$ cat config.mk
export PLATFORM = sky130hd
export DESIGN_NAME = pcie_tx_arbiter_flat
export DESIGN_NICKNAME = d
export VERILOG_FILES = /design/src/rtl/pcie_tx_arb_pkg.sv /design/src/rtl/pcie_tx_arbiter_if.sv /design/src/rtl/pcie_tx_arb_stats.sv /design/src/rtl/pcie_tx_arbiter.sv /design/src/flat_wrapper.sv
export SDC_FILE = /design/constraint.sdc
export NUM_CORES = 1
export LEC_CHECK = 0
export CORE_ASPECT_RATIO = 1.2
export CORE_MARGIN = 5
export CORE_UTILIZATION = 26
export CTS_CLUSTER_SIZE = 8
export DETAILED_ROUTE_END_ITERATION = 6
export GPL_TIMING_DRIVEN = 0
export PLACE_DENSITY = 0.95
export REMOVE_ABC_BUFFERS = 1
export SYNTH_ARGS = -nofsm -noshare
export SYNTH_HDL_FRONTEND = slang
export SYNTH_SLANG_ARGS = --single-unit
$ cat constraint.sdc
create_clock -name clk -period 3.2 [get_ports clk]
set_input_delay 0.64 -clock clk [delete_from_list [all_inputs] [get_ports clk]]
set_output_delay 0.64 -clock clk [all_outputs]
set_load 0.1 [all_outputs]
$ cat src/rtl/pcie_tx_arb_pkg.sv
// Shared types for the PCIe TX arbiter: FSM states,
// source indices and AXI-stream field widths.
package pcie_tx_arb_pkg;

  localparam int DATA_W = 32;
  localparam int KEEP_W = 4;
  localparam int USER_W = 4;

  localparam logic SRC_CPL = 1'b0;
  localparam logic SRC_DMA = 1'b1;

  typedef enum logic [1:0] {
    ST_IDLE  = 2'd0,
    ST_CFG   = 2'd1,
    ST_SEND  = 2'd2,
    ST_FLUSH = 2'd3
  } state_t;

endpackage

$ cat src/rtl/pcie_tx_arbiter_if.sv
// AXI-stream TLP bus (tdata/tkeep/tuser/tlast/tvalid/tready).
// master drives the payload and valid; slave returns tready.
interface pcie_tx_arbiter_if;
  import pcie_tx_arb_pkg::*;

  logic [DATA_W-1:0] tdata;
  logic [KEEP_W-1:0] tkeep;
  logic [USER_W-1:0] tuser;
  logic              tlast;
  logic              tvalid;
  logic              tready;

  modport master (
    output tdata, tkeep, tuser, tlast, tvalid,
    input  tready
  );

  modport slave (
    input  tdata, tkeep, tuser, tlast, tvalid,
    output tready
  );

endinterface

$ cat src/rtl/pcie_tx_arb_stats.sv
// Packet/drop statistics counters for the TX arbiter.
// Ports: clk, rst, stats_clr, inc0/inc1/inc_drop -> pkt_cnt0/1, drop_cnt.
module pcie_tx_arb_stats #(
  parameter int CNT_W = 16
) (
  input  logic             clk,
  input  logic             rst,
  input  logic             stats_clr,
  input  logic             inc0,
  input  logic             inc1,
  input  logic             inc_drop,
  output logic [CNT_W-1:0] pkt_cnt0,
  output logic [CNT_W-1:0] pkt_cnt1,
  output logic [CNT_W-1:0] drop_cnt
);

  // clear takes precedence over any same-cycle increment
  always_ff @(posedge clk) begin
    if (rst || stats_clr) begin
      pkt_cnt0 <= '0;
      pkt_cnt1 <= '0;
      drop_cnt <= '0;
    end else begin
      if (inc0)
        pkt_cnt0 <= pkt_cnt0 + CNT_W'(1);
      if (inc1)
        pkt_cnt1 <= pkt_cnt1 + CNT_W'(1);
      if (inc_drop)
        drop_cnt <= drop_cnt + CNT_W'(1);
    end
  end

endmodule

$ cat src/rtl/pcie_tx_arbiter.sv
// Packet-granular round-robin arbiter of two TLP sources
// (s0 = completion engine, s1 = DMA/irq) onto the bridge TX
// port m, with TX-buffer gating and config-TLP grant between
// packets. Ports: clk, rst, link_up, s0/s1 (slave), m (master),
// tx_buf_av, tx_cfg_req/gnt, tx_err_drop, busy.
// Optional PCIE_TX_ARB_STATS_EN adds stats_clr, pkt_cnt0/1, drop_cnt.
module pcie_tx_arbiter
  import pcie_tx_arb_pkg::*;
#(
  parameter int MIN_BUF_AV = 2,
  parameter int CNT_W      = 16
) (
  input  logic                clk,
  input  logic                rst,
  input  logic                link_up,
  pcie_tx_arbiter_if.slave    s0,
  pcie_tx_arbiter_if.slave    s1,
  pcie_tx_arbiter_if.master   m,
  input  logic [5:0]          tx_buf_av,
  input  logic                tx_cfg_req,
  output logic                tx_cfg_gnt,
  input  logic                tx_err_drop,
`ifdef PCIE_TX_ARB_STATS_EN
  input  logic                stats_clr,
  output logic [CNT_W-1:0]    pkt_cnt0,
  output logic [CNT_W-1:0]    pkt_cnt1,
  output logic [CNT_W-1:0]    drop_cnt,
`endif
  output logic                busy
);

  state_t state_q, state_d;
  logic   sel_q, sel_d;
  logic   rr_q, rr_d;
  logic   gnt_q;

  logic              src_v;
  logic              src_last;
  logic [DATA_W-1:0] src_data;
  logic [KEEP_W-1:0] src_keep;
  logic [USER_W-1:0] src_user;
  logic              pick;
  logic              buf_ok;
  logic              fire;

  assign src_v    = sel_q ? s1.tvalid : s0.tvalid;
  assign src_last = sel_q ? s1.tlast  : s0.tlast;
  assign src_data = sel_q ? s1.tdata  : s0.tdata;
  assign src_keep = sel_q ? s1.tkeep  : s0.tkeep;
  assign src_user = sel_q ? s1.tuser  : s0.tuser;

  // both valid: the source that did not go last wins
  assign pick = (s0.tvalid && s1.tvalid) ? ~rr_q
              : (s1.tvalid ? SRC_DMA : SRC_CPL);

  assign buf_ok = tx_buf_av >= 6'(MIN_BUF_AV);

  assign fire = (state_q == ST_SEND) && src_v
             && m.tready && src_last;

  assign busy       = (state_q != ST_IDLE);
  assign tx_cfg_gnt = gnt_q;

  always_ff @(posedge clk) begin
    if (rst) begin
      state_q <= ST_IDLE;
      sel_q   <= SRC_CPL;
      rr_q    <= SRC_DMA;
      gnt_q   <= 1'b0;
    end else begin
      state_q <= state_d;
      sel_q   <= sel_d;
      rr_q    <= rr_d;
      gnt_q   <= (state_q == ST_CFG)
              && tx_cfg_req && link_up;
    end
  end

  always_comb begin
    state_d   = state_q;
    sel_d     = sel_q;
    rr_d      = rr_q;
    m.tdata   = '0;
    m.tkeep   = '0;
    m.tuser   = '0;
    m.tlast   = 1'b0;
    m.tvalid  = 1'b0;
    s0.tready = 1'b0;
    s1.tready = 1'b0;
    unique case (state_q)
      ST_IDLE: begin
        if (link_up) begin
          if (tx_cfg_req)
            state_d = ST_CFG;
          else if ((s0.tvalid || s1.tvalid) && buf_ok) begin
            sel_d   = pick;
            state_d = ST_SEND;
          end
        end
      end
      ST_CFG: begin
        if (!link_up || !tx_cfg_req)
          state_d = ST_IDLE;
      end
      ST_SEND: begin
        m.tdata  = src_data;
        m.tkeep  = src_keep;
        m.tuser  = src_user;
        m.tlast  = src_last;
        m.tvalid = src_v;
        if (sel_q)
          s1.tready = m.tready;
        else
          s0.tready = m.tready;
        // a completing last beat wins over a link drop
        if (fire) begin
          rr_d    = sel_q;
          state_d = ST_IDLE;
        end else if (!link_up)
          state_d = ST_FLUSH;
      end
      ST_FLUSH: begin
        if (sel_q)
          s1.tready = 1'b1;
        else
          s0.tready = 1'b1;
        if (src_v && src_last) begin
          rr_d    = sel_q;
          state_d = ST_IDLE;
        end
      end
      default: state_d = ST_IDLE;
    endcase
  end

`ifdef PCIE_TX_ARB_STATS_EN
  pcie_tx_arb_stats #(
    .CNT_W (CNT_W)
  ) u_stats (
    .clk       (clk),
    .rst       (rst),
    .stats_clr (stats_clr),
    .inc0      (fire && (sel_q == SRC_CPL)),
    .inc1      (fire && (sel_q == SRC_DMA)),
    .inc_drop  (tx_err_drop),
    .pkt_cnt0  (pkt_cnt0),
    .pkt_cnt1  (pkt_cnt1),
    .drop_cnt  (drop_cnt)
  );
`else
  logic unused_drop;
  assign unused_drop = tx_err_drop;
`endif

endmodule

$ cat src/flat_wrapper.sv
// flat-port wrapper written by rule: the top's interface ports become plain ports
module pcie_tx_arbiter_flat import pcie_tx_arb_pkg::*;
#(
  parameter int MIN_BUF_AV = 2,
  parameter int CNT_W      = 16
)
  (clk, rst, link_up, tx_buf_av, tx_cfg_req, tx_cfg_gnt, tx_err_drop, busy, s0_tdata, s0_tkeep, s0_tuser, s0_tlast, s0_tvalid, s0_tready, s1_tdata, s1_tkeep, s1_tuser, s1_tlast, s1_tvalid, s1_tready, m_tdata, m_tkeep, m_tuser, m_tlast, m_tvalid, m_tready);
  pcie_tx_arbiter_if s0_i ();
  pcie_tx_arbiter_if s1_i ();
  pcie_tx_arbiter_if m_i ();
  input  logic clk;
  input  logic rst;
  input  logic link_up;
  input  logic [5:0] tx_buf_av;
  input  logic tx_cfg_req;
  output logic tx_cfg_gnt;
  input  logic tx_err_drop;
  output logic busy;
  input wire logic [$bits(s0_i.tdata)-1:0] s0_tdata;
  input wire logic [$bits(s0_i.tkeep)-1:0] s0_tkeep;
  input wire logic [$bits(s0_i.tuser)-1:0] s0_tuser;
  input wire logic [$bits(s0_i.tlast)-1:0] s0_tlast;
  input wire logic [$bits(s0_i.tvalid)-1:0] s0_tvalid;
  output wire logic [$bits(s0_i.tready)-1:0] s0_tready;
  input wire logic [$bits(s1_i.tdata)-1:0] s1_tdata;
  input wire logic [$bits(s1_i.tkeep)-1:0] s1_tkeep;
  input wire logic [$bits(s1_i.tuser)-1:0] s1_tuser;
  input wire logic [$bits(s1_i.tlast)-1:0] s1_tlast;
  input wire logic [$bits(s1_i.tvalid)-1:0] s1_tvalid;
  output wire logic [$bits(s1_i.tready)-1:0] s1_tready;
  output wire logic [$bits(m_i.tdata)-1:0] m_tdata;
  output wire logic [$bits(m_i.tkeep)-1:0] m_tkeep;
  output wire logic [$bits(m_i.tuser)-1:0] m_tuser;
  output wire logic [$bits(m_i.tlast)-1:0] m_tlast;
  output wire logic [$bits(m_i.tvalid)-1:0] m_tvalid;
  input wire logic [$bits(m_i.tready)-1:0] m_tready;
  assign s0_i.tdata = s0_tdata;
  assign s0_i.tkeep = s0_tkeep;
  assign s0_i.tuser = s0_tuser;
  assign s0_i.tlast = s0_tlast;
  assign s0_i.tvalid = s0_tvalid;
  assign s0_tready = s0_i.tready;
  assign s1_i.tdata = s1_tdata;
  assign s1_i.tkeep = s1_tkeep;
  assign s1_i.tuser = s1_tuser;
  assign s1_i.tlast = s1_tlast;
  assign s1_i.tvalid = s1_tvalid;
  assign s1_tready = s1_i.tready;
  assign m_tdata = m_i.tdata;
  assign m_tkeep = m_i.tkeep;
  assign m_tuser = m_i.tuser;
  assign m_tlast = m_i.tlast;
  assign m_tvalid = m_i.tvalid;
  assign m_i.tready = m_tready;
  pcie_tx_arbiter #(.MIN_BUF_AV(MIN_BUF_AV), .CNT_W(CNT_W)) u_core (.clk(clk), .rst(rst), .link_up(link_up), .s0(s0_i), .s1(s1_i), .m(m_i), .tx_buf_av(tx_buf_av), .tx_cfg_req(tx_cfg_req), .tx_cfg_gnt(tx_cfg_gnt), .tx_err_drop(tx_err_drop), .busy(busy));
endmodule
== Word level (Yosys, flattened, before mapping) ==
Index checks and enable logic that the tools add are counted.
Operators by class
  $lt $le $gt $ge: 1
  equal/unequal tests: 9
  muxes and demuxes: 29
  bitwise logic cells: 2
  reductions and logical operators: 18
Operators by type and width (number)
  $mux 32: 2
  $mux 4: 4
  $mux 2: 7
  $mux 1: 12
  $logic_and 1x1->1: 8
  $pmux 2 s4: 1
  $ge 6x2->1 const B: 1
  $ne 3x2->1 const B: 2
  $pmux 1 s2: 3
  $reduce_and 5->1: 1
  $eq 2x2->1 const B: 2
  $ne 2x1->1 const B: 2
  $ne 2x2->1 const B: 2
  $reduce_and 4->1: 1
  $reduce_bool 2->1: 2
  $reduce_and 3->1: 1
  $eq 2x1->1 const B: 1
  $logic_not 1->1: 2
  $logic_not 2->1: 1
  $logic_or 1x1->1: 2
  $not 1->1: 2
Word-level totals
  register bits: 5
  input port bits: 96
  output and inout port bits: 46
  word-level logic and storage cells: 63

== Logic depth before layout (Yosys ltp) ==
  word-level depth: 6
  gate-level depth with buffers: 5
  depth with buffers taken out: 3

== Least setup slack after synthesis ==
OpenSTA, ideal clock, no wires.
  kind: register to output
  start: reg u_core.sel_q
  end: out m_tdata[0]
  arrival time: 2152 ps
  data required time: 2560 ps
  setup slack: 408 ps
  stages on the path, launching flop included: 5
  path buffers: 2
  cells stage by stage: dfxtp_1 -> buf_2 -> buf_2 -> mux2i_1 -> nor2_1
On the way
  longest elaborated chain between the ends: 2
Ends and longest elaborated chain
  start, declared: RTL line pcie_tx_arbiter.sv:33  | logic sel_q, sel_d;
  start signal, assigned: RTL line pcie_tx_arbiter.sv:72  | sel_q <= sel_d;
  $mux 32: RTL line pcie_tx_arbiter.sv:48  | assign src_data = sel_q ? s1.tdata : s0.tdata;
  $mux 32: RTL line pcie_tx_arbiter.sv:90  | unique case (state_q)
  end, declared: RTL line flat_wrapper.sv:31  | output wire logic [$bits(m_i.tdata)-1:0] m_tdata;
Every way passes these cells.

== Worst setup path in the final report ==
  start: reg u_core.state_q[1]
  end: out m_tdata[23]
On the way
  longest elaborated chain between the ends: 2
Ends and longest elaborated chain
  start, declared: RTL line pcie_tx_arbiter.sv:32  | state_t state_q, state_d;
  start signal, assigned: RTL line pcie_tx_arbiter.sv:71  | state_q <= state_d;
  $eq 2x2->1: RTL line pcie_tx_arbiter.sv:90
  $mux 32: RTL line pcie_tx_arbiter.sv:90
Every way passes these cells.

==> results.toml <==
[cts]
cts_setup_buffers = 0
htreeDepth = 1
cts_made_buffers = 3
clock_path_buffers = 2
cts_sinks = 5
path_clk_slew_ns = 0.04
post_cts_resized = 26
postCtsHoldBufs = 0
clock_latency_ns = 0.22
cts_tree = "yes"
cts-root-buf = "clkbuf_8"

[worst_setup_path]
crit_fanout = 43
cpMaxStageDelayCell = "clkdlybuf4s50_1"
worst_ep_arrival_time_ns = 2.48
r2r_setup_slack_ns = 1.28
endpoint_kind = "primary output"
start_kind = "flip-flop"
max_stage_delay_ns = 1.15
r2r_cells = 4
cp.required_ns = 2.56
critical_path_class = "flip-flop to primary output"
path_cells = "nand2b_4 -> nor2_1 -> clkdlybuf4s50_1"

[synth]
synth_edf_count = 0
synth.distinct_cells = 27
syn_avg_cell_area_sq_um = 7.27
yosysSeqAreaShare_pct = 10.1
yosys_register_bits = 5
synth_ff_type = "dfxtp_1"
yosys.area.top_type = "mux2i_1"
synthArstFlopShare_pct = 0
synth_area_sq_um = 988
yosys-top-cells-count = "nor2_1, mux2i_1, buf_2, dfxtp_1, clkbuf_1"
yosysWarnings = 0
syn_inst = 136
synth_area_leaders = "mux2i_1, nor2_1, dfxtp_1"
yosysMostFrequentCell = "nor2_1"
yosysTopAreaCellShare_pct = 44.6

[detailed_routing]
vias = 1532
drt-vias-per-instance = 4.79
wl_per_cell_um = 15.6
routed_wl_um = 5000
dr.pass1.iters = 4
route.detailed.drc = 0
drtAntennaViolNets = 0
drt-initial-drc-count = 112

[die]
start_util_pct = 27.0
ioPinCount = 142
num_rows = 24
dieHeight_um = 77.5
core_area_sq_um = 3660
fp.dieW_um = 66.3
die_area_sq_um = 5140

[global_route]
grt_use_total_pct = 18.4
overflow = 0
grt_max_degree = 44
grt_pass1_wl_um = 7570
antenna_found_initial = 0
grt_pass1_vias = 1606

[placed_design]
placed_cells = 316
place_congestion = 0.805
port_buffers = 139
dpl_cell_area_sq_um = 2400
place_hpwl_um = 4070

[flow_run]
cap_violations = 0

[min_path]
hold_class = "flip-flop to flip-flop"
holdPathStages = 1

[timing]
finalClockSkew_ns = 0.000249
fmax_ghz = 0.321
final.setup.tns_ns = 0
slew_headroom_pct = 33.7
drv_slew = 0
setup_violations = 0
finalCritPeriodShare_pct = 97.5
report.final.hold_viol_count = 0
whs_ns = 0.464
finalCriticalPeriod_ns = 3.12
worst_slew_pin_slew_ns = 0.994

[power]
p_comb_share_pct = 76.3
seq_power_share_pct = 9.5
internal-power_uw = 349
p_leak_nw = 1.16
p_sw_uw = 478
vdd_drop_max_uv = 161
clkPwrFrac_pct = 14.2
swShare_pct = 57.8
total_power_uw = 828
p_per_area_nw_per_um2 = 339

[layout]
nets = 365
diodes = 0
final_cells = 320
stdcell_area_sq_um = 2440
layout-drive-gt1-share_pct = 2.99
seqCellArea_sq_um = 101
multi_input_area_sq_um = 817
fillers = 309
area_growth_pct = 147

[outcome]
status = "complete, no violations"
[placed cells by master, fill, tap and decap left out, types with 2 or more instances in the layout]
| cell | count |
|---|---|
| a211o_1 | 2 |
| dlymetal6s2s_1 | 13 |
| o21ai_0 | 2 |
| dfxtp_1 | 4 |
| nand3b_1 | 3 |
| a21oi_1 | 2 |
| nand3_1 | 2 |
| clkdlybuf4s50_1 | 100 |
| or2_2 | 2 |
| nor2_1 | 45 |
| clkbuf_8 | 3 |
| nor3_1 | 2 |
| mux2i_1 | 44 |
| or4_1 | 2 |
| dlygate4sd2_1 | 26 |
[final timing paths]
path                     start           endpoint
max reg2reg       u_core.sel_q  u_core.state_q[0]
min reg2reg        u_core.rr_q        u_core.rr_q
max          u_core.state_q[1]        m_tdata[23]
min                u_core.rr_q        u_core.rr_q
[sequential cells by signal (all words and copies together) (netlist names)]
signal,count
u_core.state_q,2
u_core.tx_cfg_gnt,1
u_core.rr_q,1
u_core.sel_q,1
[power groups by stage]
stage	combinational [mW]	sequential (mW)	clock [mW]
3_5_place_dp	0.652	0.0787	0
2_1_floorplan	0.422	0.0810	0
3_3_place_gp	0.643	0.0825	0
6_report	0.631	0.0789	0.118
4_1_cts	0.636	0.0783	0.118
5_1_grt	0.655	0.0799	0.125
[per-layer routing]
layer  GRT usage, %  routed length (um)  vias up
met5              0                   0        -
met4           5.49                  76        0
met3           7.37                 675        8
met2           32.9                2490       93
met1           19.4                1760      688
li1               -                   -      743
[layout make-up]
| class | instances | share of cell area, % |
|---|---|---|
| multi-input cells | 118 | 33.4 |
| well taps | 52 | 2.66 |
| inverters | 1 | 0.154 |
| repair buffers | 140 | 57.8 |
| flip-flops and latches | 5 | 4.15 |
| clock buffers | 4 | 1.84 |
[critical path: cells and delay by family, from the launching register on]
kind	cells	cell delay, ns
flip-flops	1	0.55
AND/OR/NAND/NOR	2	0.53
buffers and inverters	1	1.15
[cells by family (layout without fill, tap and decap cells)]
kind of cell	Yosys count	after routing	share of synthesized area, %
buffers and inverters	13	145	7.21
DFF	5	5	10.1
AOI/OAI and AO/OA	10	10	7.09
and+or+nand+nor	64	64	31.0
muxes	44	44	44.6
[stage by stage]
step           worst slack, ns  util [%]
2_1_floorplan           -0.622         -
3_3_place_gp             -1.06      64.9
3_5_place_dp           -0.0853      65.5
4_1_cts                 0.0585      65.8
5_1_grt               -0.00102      66.7
6_report                0.0811      66.7
No activity file was read; power rests on OpenSTA's default activity.
